$ cat config.mk
export PLATFORM = sky130hd
export DESIGN_NAME = fu_dpi_pipe_flat
export DESIGN_NICKNAME = d
export VERILOG_FILES = /design/src/rtl/fu_dpi_pipe_if.sv /design/src/rtl/fu_dpi_pipe.sv /design/src/flat_wrapper.sv
export SDC_FILE = /design/constraint.sdc
export NUM_CORES = 1
export LEC_CHECK = 0
export ABC_AREA = 1
export CAP_MARGIN = 25
export CORE_MARGIN = 8
export CORE_UTILIZATION = 30
export DETAILED_ROUTE_END_ITERATION = 10
export DONT_BUFFER_PORTS = 1
export HOLD_SLACK_MARGIN = 0.03
export PLACE_DENSITY_LB_ADDON = 0.12
export SETUP_SLACK_MARGIN = 0.4
export SLEW_MARGIN = 5
export SYNTH_ARGS = -nofsm -noshare
export SYNTH_HDL_FRONTEND = slang
export SYNTH_SLANG_ARGS = --single-unit
$ cat constraint.sdc
create_clock -name clk -period 9.83 [get_ports clk]
set_input_delay 1.4745 -clock clk [delete_from_list [all_inputs] [get_ports clk]]
set_output_delay 1.4745 -clock clk [all_outputs]
set_load 0.01 [all_outputs]
$ cat src/rtl/fu_dpi_pipe_if.sv
// fu_dpi_pipe_if
//   Issue and result bus of the data-processing-immediate functional unit.
//   slave  : the functional unit itself.
//   master : the issue-queue / writeback-arbiter side driving it.
// Signals:
//   flush                          squash everything in flight and queued
//   inst_valid/fu_ready            issue handshake (fu_ready is credit based)
//   inst, inst_id, pc, op0         instruction word, tag, PC and Rn/Rd source
//   out_prn, out_prn_valid         destination PRNs per lane (0=Rd, 1=unused, 2=NZCV)
//   fu_out_valid/fu_out_ready      result handshake at the output queue head
//   fu_out_inst_id, fu_out_prn,
//   fu_out_prn_valid, fu_out_data,
//   fu_out_data_valid,
//   fu_out_illegal                 head entry fields
interface fu_dpi_pipe_if #(
    parameter int PRN_W = 7,
    parameter int ID_W  = 6,
    parameter int N_OUT = 3
) ();
    logic                   flush;
    logic                   inst_valid;
    logic                   fu_ready;
    logic [31:0]            inst;
    logic [ID_W-1:0]        inst_id;
    logic [63:0]            pc;
    logic [63:0]            op0;
    logic [N_OUT*PRN_W-1:0] out_prn;
    logic [N_OUT-1:0]       out_prn_valid;
    logic                   fu_out_valid;
    logic                   fu_out_ready;
    logic [ID_W-1:0]        fu_out_inst_id;
    logic [N_OUT*PRN_W-1:0] fu_out_prn;
    logic [N_OUT-1:0]       fu_out_prn_valid;
    logic [N_OUT*64-1:0]    fu_out_data;
    logic [N_OUT-1:0]       fu_out_data_valid;
    logic                   fu_out_illegal;

    modport slave (
        input  flush, inst_valid, inst, inst_id, pc, op0, out_prn, out_prn_valid,
        input  fu_out_ready,
        output fu_ready, fu_out_valid, fu_out_inst_id, fu_out_prn, fu_out_prn_valid,
        output fu_out_data, fu_out_data_valid, fu_out_illegal
    );

    modport master (
        output flush, inst_valid, inst, inst_id, pc, op0, out_prn, out_prn_valid,
        output fu_out_ready,
        input  fu_ready, fu_out_valid, fu_out_inst_id, fu_out_prn, fu_out_prn_valid,
        input  fu_out_data, fu_out_data_valid, fu_out_illegal
    );
endinterface

$ cat src/rtl/fu_dpi_pipe.sv
// fu_dpi_pipe
//   Data-processing-immediate functional unit: MOVZ/MOVN/MOVK, ADR/ADRP and
//   ADD/ADDS/SUB/SUBS (immediate), with NZCV on lane 2. Results are computed
//   at issue, delayed through LAT-1 pipeline stages and written into a
//   QDEPTH-entry output FIFO. Issue readiness is credit based: every accepted
//   instruction holds a credit until it is popped from the FIFO, so the
//   pipeline never stalls and always finds a free FIFO slot.
// Ports:
//   clk  rising-edge clock
//   rst  asynchronous active-high reset
//   bus  fu_dpi_pipe_if slave modport (issue, flush and result queue head)
module fu_dpi_pipe #(
    parameter int LAT    = 1,
    parameter int QDEPTH = 2,
    parameter int PRN_W  = 7,
    parameter int ID_W   = 6,
    parameter int N_OUT  = 3
) (
    input  logic         clk,
    input  logic         rst,
    fu_dpi_pipe_if.slave bus
);
    localparam int CNT_W = $clog2(QDEPTH + 1);
    localparam int PTR_W = (QDEPTH > 1) ? $clog2(QDEPTH) : 1;
    localparam logic [CNT_W-1:0] QDEPTH_C = CNT_W'(QDEPTH);
    localparam logic [PTR_W-1:0] PTR_LAST = PTR_W'(QDEPTH - 1);

    typedef struct packed {
        logic [ID_W-1:0]        id;
        logic [N_OUT*PRN_W-1:0] prn;
        logic [N_OUT-1:0]       prn_v;
        logic [N_OUT*64-1:0]    data;
        logic [N_OUT-1:0]       data_v;
        logic                   illegal;
    } entry_t;

    // Circular pointer advance for the output FIFO.
    function automatic logic [PTR_W-1:0] ptr_inc(input logic [PTR_W-1:0] p);
        if (p == PTR_LAST) begin
            return '0;
        end else begin
            return p + PTR_W'(1);
        end
    endfunction

    logic [CNT_W-1:0] occ_q, occ_d;
    logic [CNT_W-1:0] cnt_q, cnt_d;
    logic [PTR_W-1:0] wr_q, rd_q;
    entry_t           mem_q [QDEPTH];

    logic             accept_s;
    logic             pop_s;
    logic             head_vld_s;
    entry_t           head_s;
    entry_t           new_s;
    logic             push_vld_s;
    entry_t           push_ent_s;

    logic [63:0]      rd_s;
    logic [3:0]       nzcv_s;
    logic             legal_s;
    logic             s_op_s;
    logic [5:0]       hw_sh_s;
    logic [63:0]      wide_imm_s;
    logic [63:0]      imm21_s;
    logic [63:0]      aimm_s;
    logic [63:0]      addend_s;
    logic [64:0]      sum_s;
    logic [N_OUT-1:0] produces_s;
    logic             unused_ok_s;

    // Rd field is renamed upstream; the architectural register number is not needed here.
    assign unused_ok_s = ^bus.inst[4:0];

    // Credits: one per in-flight or queued instruction; readiness depends on occ only.
    assign bus.fu_ready = (occ_q < QDEPTH_C);
    assign accept_s     = bus.inst_valid && bus.fu_ready;
    assign head_vld_s   = (cnt_q != '0);
    assign pop_s        = head_vld_s && bus.fu_out_ready;

    // Decode and execute the instruction presented at the issue port.
    always_comb begin
        rd_s       = 64'd0;
        nzcv_s     = 4'd0;
        legal_s    = 1'b0;
        s_op_s     = 1'b0;
        hw_sh_s    = {bus.inst[22:21], 4'b0000};
        wide_imm_s = {48'd0, bus.inst[20:5]} << hw_sh_s;
        imm21_s    = {{43{bus.inst[23]}}, bus.inst[23:5], bus.inst[30:29]};
        aimm_s     = bus.inst[22] ? {40'd0, bus.inst[21:10], 12'd0} : {52'd0, bus.inst[21:10]};
        // Subtraction is op0 + ~imm + 1, so the carry out is already NOT borrow.
        addend_s   = bus.inst[30] ? ~aimm_s : aimm_s;
        sum_s      = {1'b0, bus.op0} + {1'b0, addend_s} + {64'd0, bus.inst[30]};
        if (bus.inst[31:23] == 9'b110100101) begin
            legal_s = 1'b1;
            rd_s    = wide_imm_s;
        end else if (bus.inst[31:23] == 9'b100100101) begin
            legal_s = 1'b1;
            rd_s    = ~wide_imm_s;
        end else if (bus.inst[31:23] == 9'b111100101) begin
            legal_s = 1'b1;
            rd_s    = (bus.op0 & ~({48'd0, 16'hFFFF} << hw_sh_s)) | wide_imm_s;
        end else if (bus.inst[28:24] == 5'b10000) begin
            legal_s = 1'b1;
            if (bus.inst[31]) begin
                rd_s = {bus.pc[63:12], 12'd0} + {imm21_s[51:0], 12'd0};
            end else begin
                rd_s = bus.pc + imm21_s;
            end
        end else if (bus.inst[31] && (bus.inst[28:23] == 6'b100010)) begin
            legal_s = 1'b1;
            s_op_s  = bus.inst[29];
            rd_s    = sum_s[63:0];
            if (bus.inst[29]) begin
                // Overflow: both addends share a sign that the result does not.
                nzcv_s = {sum_s[63], (sum_s[63:0] == 64'd0), sum_s[64],
                          (bus.op0[63] == addend_s[63]) && (sum_s[63] != bus.op0[63])};
            end else begin
                nzcv_s = 4'd0;
            end
        end else begin
            legal_s = 1'b0;
            rd_s    = 64'd0;
        end
    end

    // Pack the decoded result into a queue entry.
    always_comb begin
        new_s                 = '0;
        produces_s            = '0;
        produces_s[0]         = legal_s;
        produces_s[2]         = s_op_s;
        new_s.id              = bus.inst_id;
        new_s.prn             = bus.out_prn;
        new_s.prn_v           = bus.out_prn_valid;
        new_s.data[63:0]      = rd_s;
        new_s.data[128 +: 64] = {60'd0, nzcv_s};
        new_s.data_v          = bus.out_prn_valid & produces_s;
        new_s.illegal         = !legal_s;
    end

    generate
        if (LAT > 1) begin : g_pipe
            entry_t           stg_q [LAT-1];
            logic [LAT-2:0]   vld_q;

            // Fixed-latency delay line between issue and the output queue.
            always_ff @(posedge clk or posedge rst) begin
                if (rst) begin
                    vld_q <= '0;
                    for (int i = 0; i < LAT - 1; i++) begin
                        stg_q[i] <= '0;
                    end
                end else if (bus.flush) begin
                    vld_q <= '0;
                end else begin
                    vld_q[0] <= accept_s;
                    stg_q[0] <= new_s;
                    for (int i = 1; i < LAT - 1; i++) begin
                        vld_q[i] <= vld_q[i-1];
                        stg_q[i] <= stg_q[i-1];
                    end
                end
            end

            assign push_vld_s = vld_q[LAT-2];
            assign push_ent_s = stg_q[LAT-2];
        end else begin : g_nopipe
            assign push_vld_s = accept_s;
            assign push_ent_s = new_s;
        end
    endgenerate

    // Next occupancy values; flush wipes all credits and queued entries.
    always_comb begin
        occ_d = occ_q;
        cnt_d = cnt_q;
        if (bus.flush) begin
            occ_d = '0;
            cnt_d = '0;
        end else begin
            occ_d = occ_q + CNT_W'(accept_s) - CNT_W'(pop_s);
            cnt_d = cnt_q + CNT_W'(push_vld_s) - CNT_W'(pop_s);
        end
    end

    // Output FIFO storage, pointers and credit counter.
    always_ff @(posedge clk or posedge rst) begin
        if (rst) begin
            occ_q <= '0;
            cnt_q <= '0;
            wr_q  <= '0;
            rd_q  <= '0;
            for (int i = 0; i < QDEPTH; i++) begin
                mem_q[i] <= '0;
            end
        end else if (bus.flush) begin
            occ_q <= '0;
            cnt_q <= '0;
            wr_q  <= '0;
            rd_q  <= '0;
        end else begin
            occ_q <= occ_d;
            cnt_q <= cnt_d;
            if (push_vld_s) begin
                mem_q[wr_q] <= push_ent_s;
                wr_q        <= ptr_inc(wr_q);
            end
            if (pop_s) begin
                rd_q <= ptr_inc(rd_q);
            end
        end
    end

    // Head fields read as zero whenever the queue is empty, so no stale entry leaks out.
    always_comb begin
        head_s = '0;
        if (head_vld_s) begin
            head_s = mem_q[rd_q];
        end else begin
            head_s = '0;
        end
    end

    assign bus.fu_out_valid      = head_vld_s;
    assign bus.fu_out_inst_id    = head_s.id;
    assign bus.fu_out_prn        = head_s.prn;
    assign bus.fu_out_prn_valid  = head_s.prn_v;
    assign bus.fu_out_data       = head_s.data;
    assign bus.fu_out_data_valid = head_s.data_v;
    assign bus.fu_out_illegal    = head_s.illegal;
endmodule
$ cat src/flat_wrapper.sv
// flat-port wrapper written by rule: the top's interface ports become plain ports
module fu_dpi_pipe_flat 
#(
    parameter int LAT    = 1,
    parameter int QDEPTH = 2,
    parameter int PRN_W  = 7,
    parameter int ID_W   = 6,
    parameter int N_OUT  = 3
)
  (clk, rst, bus_flush, bus_inst_valid, bus_inst, bus_inst_id, bus_pc, bus_op0, bus_out_prn, bus_out_prn_valid, bus_fu_out_ready, bus_fu_ready, bus_fu_out_valid, bus_fu_out_inst_id, bus_fu_out_prn, bus_fu_out_prn_valid, bus_fu_out_data, bus_fu_out_data_valid, bus_fu_out_illegal);
  fu_dpi_pipe_if #(.PRN_W(PRN_W), .ID_W(ID_W), .N_OUT(N_OUT)) bus_i ();
  input  logic clk;
  input  logic rst;
  input wire logic [$bits(bus_i.flush)-1:0] bus_flush;
  input wire logic [$bits(bus_i.inst_valid)-1:0] bus_inst_valid;
  input wire logic [$bits(bus_i.inst)-1:0] bus_inst;
  input wire logic [$bits(bus_i.inst_id)-1:0] bus_inst_id;
  input wire logic [$bits(bus_i.pc)-1:0] bus_pc;
  input wire logic [$bits(bus_i.op0)-1:0] bus_op0;
  input wire logic [$bits(bus_i.out_prn)-1:0] bus_out_prn;
  input wire logic [$bits(bus_i.out_prn_valid)-1:0] bus_out_prn_valid;
  input wire logic [$bits(bus_i.fu_out_ready)-1:0] bus_fu_out_ready;
  output wire logic [$bits(bus_i.fu_ready)-1:0] bus_fu_ready;
  output wire logic [$bits(bus_i.fu_out_valid)-1:0] bus_fu_out_valid;
  output wire logic [$bits(bus_i.fu_out_inst_id)-1:0] bus_fu_out_inst_id;
  output wire logic [$bits(bus_i.fu_out_prn)-1:0] bus_fu_out_prn;
  output wire logic [$bits(bus_i.fu_out_prn_valid)-1:0] bus_fu_out_prn_valid;
  output wire logic [$bits(bus_i.fu_out_data)-1:0] bus_fu_out_data;
  output wire logic [$bits(bus_i.fu_out_data_valid)-1:0] bus_fu_out_data_valid;
  output wire logic [$bits(bus_i.fu_out_illegal)-1:0] bus_fu_out_illegal;
  assign bus_i.flush = bus_flush;
  assign bus_i.inst_valid = bus_inst_valid;
  assign bus_i.inst = bus_inst;
  assign bus_i.inst_id = bus_inst_id;
  assign bus_i.pc = bus_pc;
  assign bus_i.op0 = bus_op0;
  assign bus_i.out_prn = bus_out_prn;
  assign bus_i.out_prn_valid = bus_out_prn_valid;
  assign bus_i.fu_out_ready = bus_fu_out_ready;
  assign bus_fu_ready = bus_i.fu_ready;
  assign bus_fu_out_valid = bus_i.fu_out_valid;
  assign bus_fu_out_inst_id = bus_i.fu_out_inst_id;
  assign bus_fu_out_prn = bus_i.fu_out_prn;
  assign bus_fu_out_prn_valid = bus_i.fu_out_prn_valid;
  assign bus_fu_out_data = bus_i.fu_out_data;
  assign bus_fu_out_data_valid = bus_i.fu_out_data_valid;
  assign bus_fu_out_illegal = bus_i.fu_out_illegal;
  fu_dpi_pipe #(.LAT(LAT), .QDEPTH(QDEPTH), .PRN_W(PRN_W), .ID_W(ID_W), .N_OUT(N_OUT)) u_core (.clk(clk), .rst(rst), .bus(bus_i));
endmodule
[Word-level counts from Yosys, hierarchy flattened]
Index checks and enable logic that the tools add are counted.
Storage, ports and cells
  logic and storage cells: 98
  memory bits (read-only): 0
  bits in latches: 0
  memories kept: 0
  memory bits (writable): 0
  output and inout port bits: 228
  input bits: 195
  flip-flop bits (word level): 458
Cells by class
  bitwise operators: 9
  order comparisons: 4
  shift operators: 2
  divide/modulo/power cells: 0
  equal/unequal tests: 7
  $add $sub $neg: 10
  multiply operators: 0
  reductions and logical operators: 11
  multiplexer cells: 39
Operators by type and width (count)
  226-bit 2-to-1 mux: 5
  452-bit bitwise mux: 1
  64-bit 2-to-1 mux: 7
  226-bit demux with 1-bit select: 1
  64-bit inverter: 3
  64-bit adder: 2
  64-bit by 64-bit adder with 65-bit output: 1
  65-bit by 1-bit adder with 65-bit output: 1
  64-bit AND: 1
  64-bit zero test: 1
  64-bit bitwise OR: 1
  16-bit by 6-bit left shift with 64-bit output: 1
  16-bit by 6-bit left shift with 64-bit output, first input constant: 1
  9-bit == test, second input constant: 3
  24-bit 2-to-1 mux: 1
  4-bit 2-to-1 mux: 6
  1-bit 2-to-1 mux: 16
  6-bit == test, second input constant: 1
  2-bit nonzero test: 3
  5-bit == test, second input constant: 1
  1-bit logical AND: 5
  2-bit by 1-bit adder with 2-bit output: 2
  2-bit >= comparator, second input constant: 2
  2-bit 2-to-1 mux: 2
  11 further kinds: 14

[Longest topological paths before layout]
Gate-level depths: netlist of run 1.
  depth after elaboration: 14
  mapped depth: 29
  depth with buffers taken out: 27

[Worst setup path after synthesis of run 1]
No wires, ideal clock.
  path type: in2reg
  from: input bus_inst[30]
  to: register u_core.mem_q[293] (netlist bit)
  data arrival time: 4253 ps
  cell stages on the path: 27
  data required time: 9713 ps
  library setup time: 117 ps
  slack: 5460 ps
  buffers on the path: 3
  cell sequence: buf_2 inv_1 buf_2 buf_1 xor2_1 ha_1 nand2_2 nor2_2 inv_2 nor2_2 nand2_1 clkinv_1 nand2_2 nand2_2 nand2_2 nand2_2 nand2_2 nand2_2 nand2_1 nand2_1 inv_1 nand2_1 nand3_1 nand2_1 nand2_1 nand2_1 nand2_1
Between the ends
  longest elaborated chain between the ends: 9
  elaborated cells between the ends (all ways): 15
Ends and longest elaborated chain
  start, declared: line flat_wrapper.sv:16  | input wire logic [$bits(bus_i.inst)-1:0] bus_inst;
  64-bit 2-to-1 mux: line fu_dpi_pipe.sv:92  | addend_s = bus.inst[30] ? ~aimm_s : aimm_s;
  64-bit by 64-bit adder with 65-bit output: line fu_dpi_pipe.sv:93  | sum_s = {1'b0, bus.op0} + {1'b0, addend_s} + {64'd0, bus.inst[30]};
  65-bit by 1-bit adder with 65-bit output: line fu_dpi_pipe.sv:93
  64-bit 2-to-1 mux: line fu_dpi_pipe.sv:110  | end else if (bus.inst[31] && (bus.inst[28:23] == 6'b100010)) begin
  64-bit 2-to-1 mux: line fu_dpi_pipe.sv:103  | end else if (bus.inst[28:24] == 5'b10000) begin
  64-bit 2-to-1 mux: line fu_dpi_pipe.sv:100  | end else if (bus.inst[31:23] == 9'b111100101) begin
  64-bit 2-to-1 mux: line fu_dpi_pipe.sv:97  | end else if (bus.inst[31:23] == 9'b100100101) begin
  64-bit 2-to-1 mux *: line fu_dpi_pipe.sv:94  | if (bus.inst[31:23] == 9'b110100101) begin
  452-bit bitwise mux *: line fu_dpi_pipe.sv:206  | mem_q[wr_q] <= push_ent_s;
  end signal, assigned by index: line fu_dpi_pipe.sv:206
  end, declared: line fu_dpi_pipe.sv:49  | entry_t mem_q [QDEPTH];
Every way passes the cells marked *; elsewhere a longest branch is shown, timed or not.
A chain may end at the register's enable or synchronous reset.

[Worst setup path in the final report of run 1]
  from: input bus_inst[30]
  to: register u_core.mem_q[134] (netlist bit)
Between the ends
  longest elaborated chain between the ends: 11
  elaborated cells between the ends (all ways): 14
Ends and longest elaborated chain
  64-bit 2-to-1 mux: line fu_dpi_pipe.sv:92
  64-bit by 64-bit adder with 65-bit output: line fu_dpi_pipe.sv:93
  65-bit by 1-bit adder with 65-bit output: line fu_dpi_pipe.sv:93
  64-bit zero test: line fu_dpi_pipe.sv:116  | nzcv_s = {sum_s[63], (sum_s[63:0] == 64'd0), sum_s[64],
  4-bit 2-to-1 mux: line fu_dpi_pipe.sv:114  | if (bus.inst[29]) begin
  4-bit 2-to-1 mux: line fu_dpi_pipe.sv:110
  4-bit 2-to-1 mux: line fu_dpi_pipe.sv:103
  4-bit 2-to-1 mux: line fu_dpi_pipe.sv:100
  4-bit 2-to-1 mux: line fu_dpi_pipe.sv:97
  4-bit 2-to-1 mux *: line fu_dpi_pipe.sv:94
  452-bit bitwise mux *: line fu_dpi_pipe.sv:206
Marks and branches as above.

==> results.md, run 1 <==
- Setup TNS: 0 ns
- Area Growth Syn to Fin: 6.196%
- Die height: 311.7 um
- Per-cell routed wire length: 23.13 um
- Global Route Usage Sum: 25.60%
- Ports: 423
- Max-Cap Viols: 0
- Global-route wire length before repair: 188,700 um
- Resized cells post-CTS: 0
- Port-buffer cells: 0
- Clk pin slew, worst setup/hold paths: 0.06 ns
- Post-Synth Simple-Gate Area: 40.56%
- Worst-Skew Late Latency: 0.54 ns
- Final Instance Count excl. Fillers: 5,711
- Relative slew slack: 29.60%
- Via density: 5.177
- Post-Syn Area: 0.02623 mm^2
- Synth Area in Adders: 7.479%
- Worst path arrival time: 5.43 ns
- Die Wd: 311.7 um
- P_leak: 13.97 nW
- Post-Synth XOR/XNOR Area: 2.170%
- Area leader, netlist: nand2_1
- Share of the synthesized area in compound gates (AO/OA/AOI/OAI): 16.41%
- Ranking of synthesized cells by area: nand2_1, dfrtp_1, inv_1
- Sequential area share after synthesis: 19.84%
- Setup Fix Bufs, Post-CTS: 0
- Synth Area per Inst: 5.696 um^2
- Power Total: 0.003881 W
- Final min period: 4.970 ns
- Final Hold Fails: 0
- RSZ-0062 raised after global routing: false
- Initial antenna violation count: 10
- Via count: 29,570
- Clock root cell: clkbuf_16
- Critical path class: input port to flip-flop
- Status: finished clean
- Synthesized instance count: 4,605
- CTS tree: yes
- Multiplexer share of the synthesized area: 0%
- CTS buffer count: 25
- CP Data Required Time: 10.29 ns
- Max VDD drop: 0.2962 mV
- Power density over cell area: 139.3 mW/mm^2
- Antenna violation net count after detailed routing: 0
- Layout cells sized above 1: 4.277%
- Final wirelength: 132,100 um
- Multi-input logic area: 0.01797 mm^2
- Max H-tree Level: 1
- Starting Density: 30.24%
- Reg area: 0.005209 mm^2
- DRT iter0 DRCs: 3,255
- First-pass DRT Iterations: 5
- FFs w/ async S/R, synth: 100.0%
- Max-slew violations: 0
- Number of synthesized flops with an enable pin: 0
- Period utilisation layout: 50.56%
- Worst-margin pin slew: 1.045 ns
- Synth top area share: 24.21%
- Final Skew: 0.01880 ns
- Count of different cell masters after synthesis: 60
- Hold Buf Count CTS: 0
- Yosys Warn Count: 0
- Worst Setup Start Kind: input port
- Dpl hpwl: 107,800 um
- Upper clock frequency limit: 201.2 MHz
- Largest net degree at the start of global routing: 94
- Core Box Area: 0.08675 mm^2
- Vias in the first global route: 27,270
- Hold Path Class: flip-flop to flip-flop
- Worst Setup End Kind: flip-flop
- Crit-path max FO: 89
- WHS: 0.4775 ns
- Final nets: 4,867
- Post-layout util: 32.11%
- Top_reg_cell synth: dfrtp_1
- FILL cells: 10,230
- Max Buffers Root-to-Sink: 3
- Largest family of logic cells by synthesized area: simple AND/OR/NAND/NOR gates
- GP Congestion: 1.008
- Die area: 0.09716 mm^2
- CTS sink cnt: 208
- Placed cell count: 5,642
- Row Count: 108
- DR DRC count: 0
- # setup viols final: 0
- Number of synthesized register bits: 208
- GR Overflow Total: 0
## cell type report
cell class | instances | share of cell area [%]
multi-input combinational | 3712 | 64.52
sequential | 208 | 18.70
inverter | 545 | 7.402
tap | 1155 | 5.188
clock buffer | 28 | 2.394
timing repair buffer | 25 | 0.8893
clock inverter | 18 | 0.7276
antenna | 20 | 0.1797
## kinds of logic after synthesis
kind of cell	count (synthesis)
flops	208
fa+ha+maj	155
xor+xnor	65
buf+inv	809
simple gates	2573
other cells	1
compound gates	794
## sequential cells by signal (all words and copies together), names as in the netlist
signal	flops
u_core.cnt_q	2
u_core.mem_q	202
u_core.occ_q	2
u_core.rd_q	1
u_core.wr_q	1
## worst max-delay path, stage by stage
cell,delay [ns]
inv_1,0.30
buf_16,0.22
xor2_1,0.32
ha_1,0.38
nand2_2,0.16
inv_1,0.05
nand2_1,0.06
nand2_1,0.10
inv_1,0.09
nand3_1,0.17
nand2_1,0.10
nand2_1,0.18
nand3_1,0.12
nand2_1,0.06
xor2_1,0.45
nand4_1,0.17
nor3_1,0.34
nand4_1,0.34
a21oi_1,0.22
## per-stage QoR
stage               worst slack (ns)  cell area [um^2]
floorplan                      2.675             26700
finish                         4.860             27860
CTS                            4.638             27720
detailed placement             4.087             26850
global placement               4.139             26850
global route                   4.867             27810
## per-layer routing
metal | wire, um | global-route usage [%] | part of all wire [%] | vias up
met1 | 60270 | 35.93 | 46 | 13860
met5 | 26 | 0 | 0.020 | -
met3 | 11120 | 5.190 | 8.4 | 168
met2 | 55350 | 38.79 | 42 | 1152
met4 | 5312 | 8.630 | 4.0 | 4
li1 | - | - | - | 14390
## synth_stat cells (29+ instances only)
cell      count
inv_1       522
nand3_1     267
dfrtp_1     208
buf_4       127
clkbuf_1    104
xor2_1       54
nor3_1       34
o21ai_0     296
nor2_1      400
nand2_2      29
nand4_1      56
ha_1        152
a21oi_1     363
nand2_1    1692
## final timing paths
kind,from,endpoint,slack (ns),cells after the start
max reg2reg,u_core.cnt_q[0],u_core.occ_q[1],6.81,8
min in group asynchronous,rst,u_core.mem_q[13],0.85,1
min,u_core.mem_q[230],u_core.mem_q[230],0.48,2
min reg2reg,u_core.mem_q[230],u_core.mem_q[230],0.48,2
max,bus_inst[30],u_core.mem_q[134],4.86,19
max in group asynchronous,rst,u_core.rd_q,7.61,2
## cells in the final DEF (no fill, tap or decap), types with 34 or more instances in the layout
cell type,instances
inv_1,520
nand3_1,267
dfrtp_1,207
conb_1,125
a21oi_1,363
nor2_1,398
nand2_1,1692
ha_1,152
nor3_1,34
xor2_1,54
nand4_1,56
o21ai_0,296
## power breakdown
group | switching (W) | internal, W
Sequential | 0.0000889 | 0.00104
Clock | 0.000384 | 0.000594
Combinational | 0.00131 | 0.000465
Total | 0.00179 | 0.00209
Note: power is estimated with default switching activity, not from simulation.
==> run 2, diff against run 1 <==
==> constraint.sdc (replaced) <==
create_clock -name clk -period 4.2 [get_ports clk]
set_input_delay 0.63 -clock clk [delete_from_list [all_inputs] [get_ports clk]]
set_output_delay 0.63 -clock clk [all_outputs]
set_load 0.01 [all_outputs]
==> run 2 against run 1 <==
Effect of this change:
- combinational power is 140% higher
- register-to-register slack worse by 4.7 ns
- count of clock-buffer cells in the layout grew 10
- critical path depth up 1
- largest cell class unchanged
- setup slack got worse by 4.4 ns
- final cell count up 0.42%
- sequential power rose by 130%
- core utilization grew 0.23 points
- non-clock buffer count increased by 38
- worst hold slack got worse by 0.41 ns
- die area is the same
- clock skew decreased by 0.0029 ns
==> results.md, run 2 (synthesis results as in run 1) <==
- CTS sink cnt: 208 (unchanged)
- Ports: 423 (unchanged)
- Final Instance Count excl. Fillers: 5,735 (was 5,711)
- Via density: 5.140 (was 5.177)
- Antenna violation net count after detailed routing: 0 (unchanged)
- Global-route wire length before repair: 189,800 um (was 188,700 um)
- Worst-case reg-to-reg path depth: 7 (was 8)
- Max-slew violations: 0 (unchanged)
- Row Count: 108 (unchanged)
- GP Congestion: 0.9876 (was 1.008)
- DR DRC count: 0 (unchanged)
- Relative slew slack: 42.21% (was 29.60%)
- Worst Setup Start Kind: input port (unchanged)
- Largest registers: u_core.mem_q x202, u_core.cnt_q x2, u_core.occ_q x2 (unchanged)
- Die height: 311.7 um (unchanged)
- Crit-path max FO: 89 (unchanged)
- Global Route Usage Sum: 25.80% (was 25.60%)
- Largest Register: u_core.mem_q (unchanged)
- Upper clock frequency limit: 267.6 MHz
- Core Box Area: 0.08675 mm^2 (unchanged)
- Worst-margin pin slew: 0.8668 ns (was 1.045 ns)
- CTS tree: yes (unchanged)
- Status: finished clean (unchanged)
- Clk pin slew, worst setup/hold paths: 0.06 ns (about the same)
- First-pass DRT Iterations: 6 (was 5)
- DRT iter0 DRCs: 3,194 (was 3,255)
- Period utilisation layout: 88.97%
- Max Buffers Root-to-Sink: 3 (unchanged)
- Clock root cell: clkbuf_16 (unchanged)
- CP Data Required Time: 4.65 ns (was 10.29 ns)
- Worst-Skew Late Latency: 0.53 ns (was 0.54 ns)
- Max VDD drop: 0.4394 mV (was 0.2962 mV)
- Final Skew: 0.01587 ns (was 0.01880 ns)
- # setup viols final: 0 (unchanged)
- Resized cells post-CTS: 0 (unchanged)
- Worst path arrival time: 4.19 ns (was 5.43 ns)
- Commonest non-fill, non-tap cell in the layout: nand2_1 (unchanged)
- Layout cells sized above 1: 4.814% (was 4.277%)
- Port-buffer cells: 0 (unchanged)
- Die area: 0.09716 mm^2 (unchanged)
- Setup Fix Bufs, Post-CTS: 0 (unchanged)
- P_leak: 14.09 nW (was 13.97 nW)
- Final nets: 4,904 (was 4,867)
- Per-cell routed wire length: 23.11 um (was 23.13 um)
- Setup TNS: 0 ns (unchanged)
- Fin worst setup slack: 0.4633 ns (was 4.860 ns)
- RSZ-0062 raised after global routing: false (unchanged)
- Hold Buf Count CTS: 0 (unchanged)
- Largest register FFs: 202 (unchanged)
- Final min period: 3.737 ns
- Max H-tree Level: 1 (unchanged)
- Critical path class: input port to flip-flop (unchanged)
- WHS: 0.06252 ns (was 0.4775 ns)
- Hold Path Class: input port to async pin (was flip-flop to flip-flop)
- Max-Cap Viols: 0 (unchanged)
- Dpl hpwl: 110,200 um (was 107,800 um)
- Vias in the first global route: 27,380 (was 27,270)
- Largest net degree at the start of global routing: 94 (unchanged)
- Post-layout util: 32.34% (was 32.11%)
- GR Overflow Total: 0 (unchanged)
- Placed cell count: 5,683 (was 5,642)
- Die Wd: 311.7 um (unchanged)
- Area Growth Syn to Fin: 6.955% (was 6.196%)
- CTS buffer count: 24 (was 25)
- Final wirelength: 132,500 um (was 132,100 um)
- Via count: 29,480 (was 29,570)
- Most frequent cells in the layout: nand2_1, inv_1, nor2_1 (unchanged)
- Final Hold Fails: 0 (unchanged)
- Initial antenna violation count: 8 (was 10)
- Worst Setup End Kind: flip-flop (unchanged)
- Starting Density: 30.24% (unchanged)
- Place WS: 0.2374 ns (was 4.087 ns)
- Power density over cell area: 318.1 mW/mm^2 (was 139.3 mW/mm^2)
==> run 2: cell count changes in the layout (fill, tap and decap cells not counted), sizes merged <==
cell,delta
buf,+38
bufinv,-3
diode,-10
clkbuf,+10
inv,-2
clkinv,-9
==> run 2: routing by layer <==
layer	GRT usage [%]	routed length (um)
met2	38.90	55340
met1	36.41	60870
met4	8.588	5297
met5	0	7
met3	5.236	11000
==> run 2: critical path, stage by stage <==
cell	delay [ns]
inv_1	0.27
buf_12	0.17
xor2_1	0.32
ha_1	0.40
nand2_1	0.10
nand2_1	0.07
nand2_1	0.06
nand2_1	0.09
inv_1	0.11
nand3_2	0.09
nand2_1	0.09
nand2_2	0.06
buf_4	0.16
xnor2_1	0.47
nand3_1	0.25
nor2_1	0.14
nand2_1	0.06
nor2_1	0.10
nand4_1	0.21
a21oi_1	0.19
==> run 2: power by group <==
group | internal (W) | switching [W] | leakage, nW | total (W)
registers | 0.00242 | 0.000209 | 2.78 | 0.00263
logic | 0.00116 | 0.00308 | 10.9 | 0.00424
clock network | 0.00122 | 0.000826 | 0.373 | 0.00205
total | 0.00481 | 0.00411 | 14.1 | 0.00892
==> run 2: final timing paths <==
path	startpoint	end	slack [ns]
max in group asynchronous	rst	u_core.mem_q[56]	3.20
worst min-delay path	rst	u_core.mem_q[242]	0.06
worst min register to register	u_core.mem_q[422]	u_core.mem_q[422]	0.47
worst max register to register	u_core.cnt_q[0]	u_core.occ_q[1]	2.15
worst max-delay path	bus_inst[30]	u_core.mem_q[360]	0.46
min in group clk	bus_flush	u_core.cnt_q[0]	0.17
==> run 2: layout make-up <==
type | instances | area (um^2)
tap | 1155 | 1445
fill | 10150 | 58700
sequential | 208 | 5209
timing repair buffer | 63 | 573.1
antenna | 10 | 25.02
clock inverter | 4 | 58.81
inverter | 545 | 2058
multi-input combinational | 3712 | 17970
clock buffer | 38 | 713.2
==> run 2: through the flow <==
stage / total power, W / area (um^2)
2_1_floorplan: 0.005579 / 26700
3_3_place_gp: 0.006854 / 27260
3_5_place_dp: 0.006865 / 27260
4_1_cts: 0.008969 / 28030
5_1_grt: 0.009605 / 28030
6_report: 0.008924 / 28060
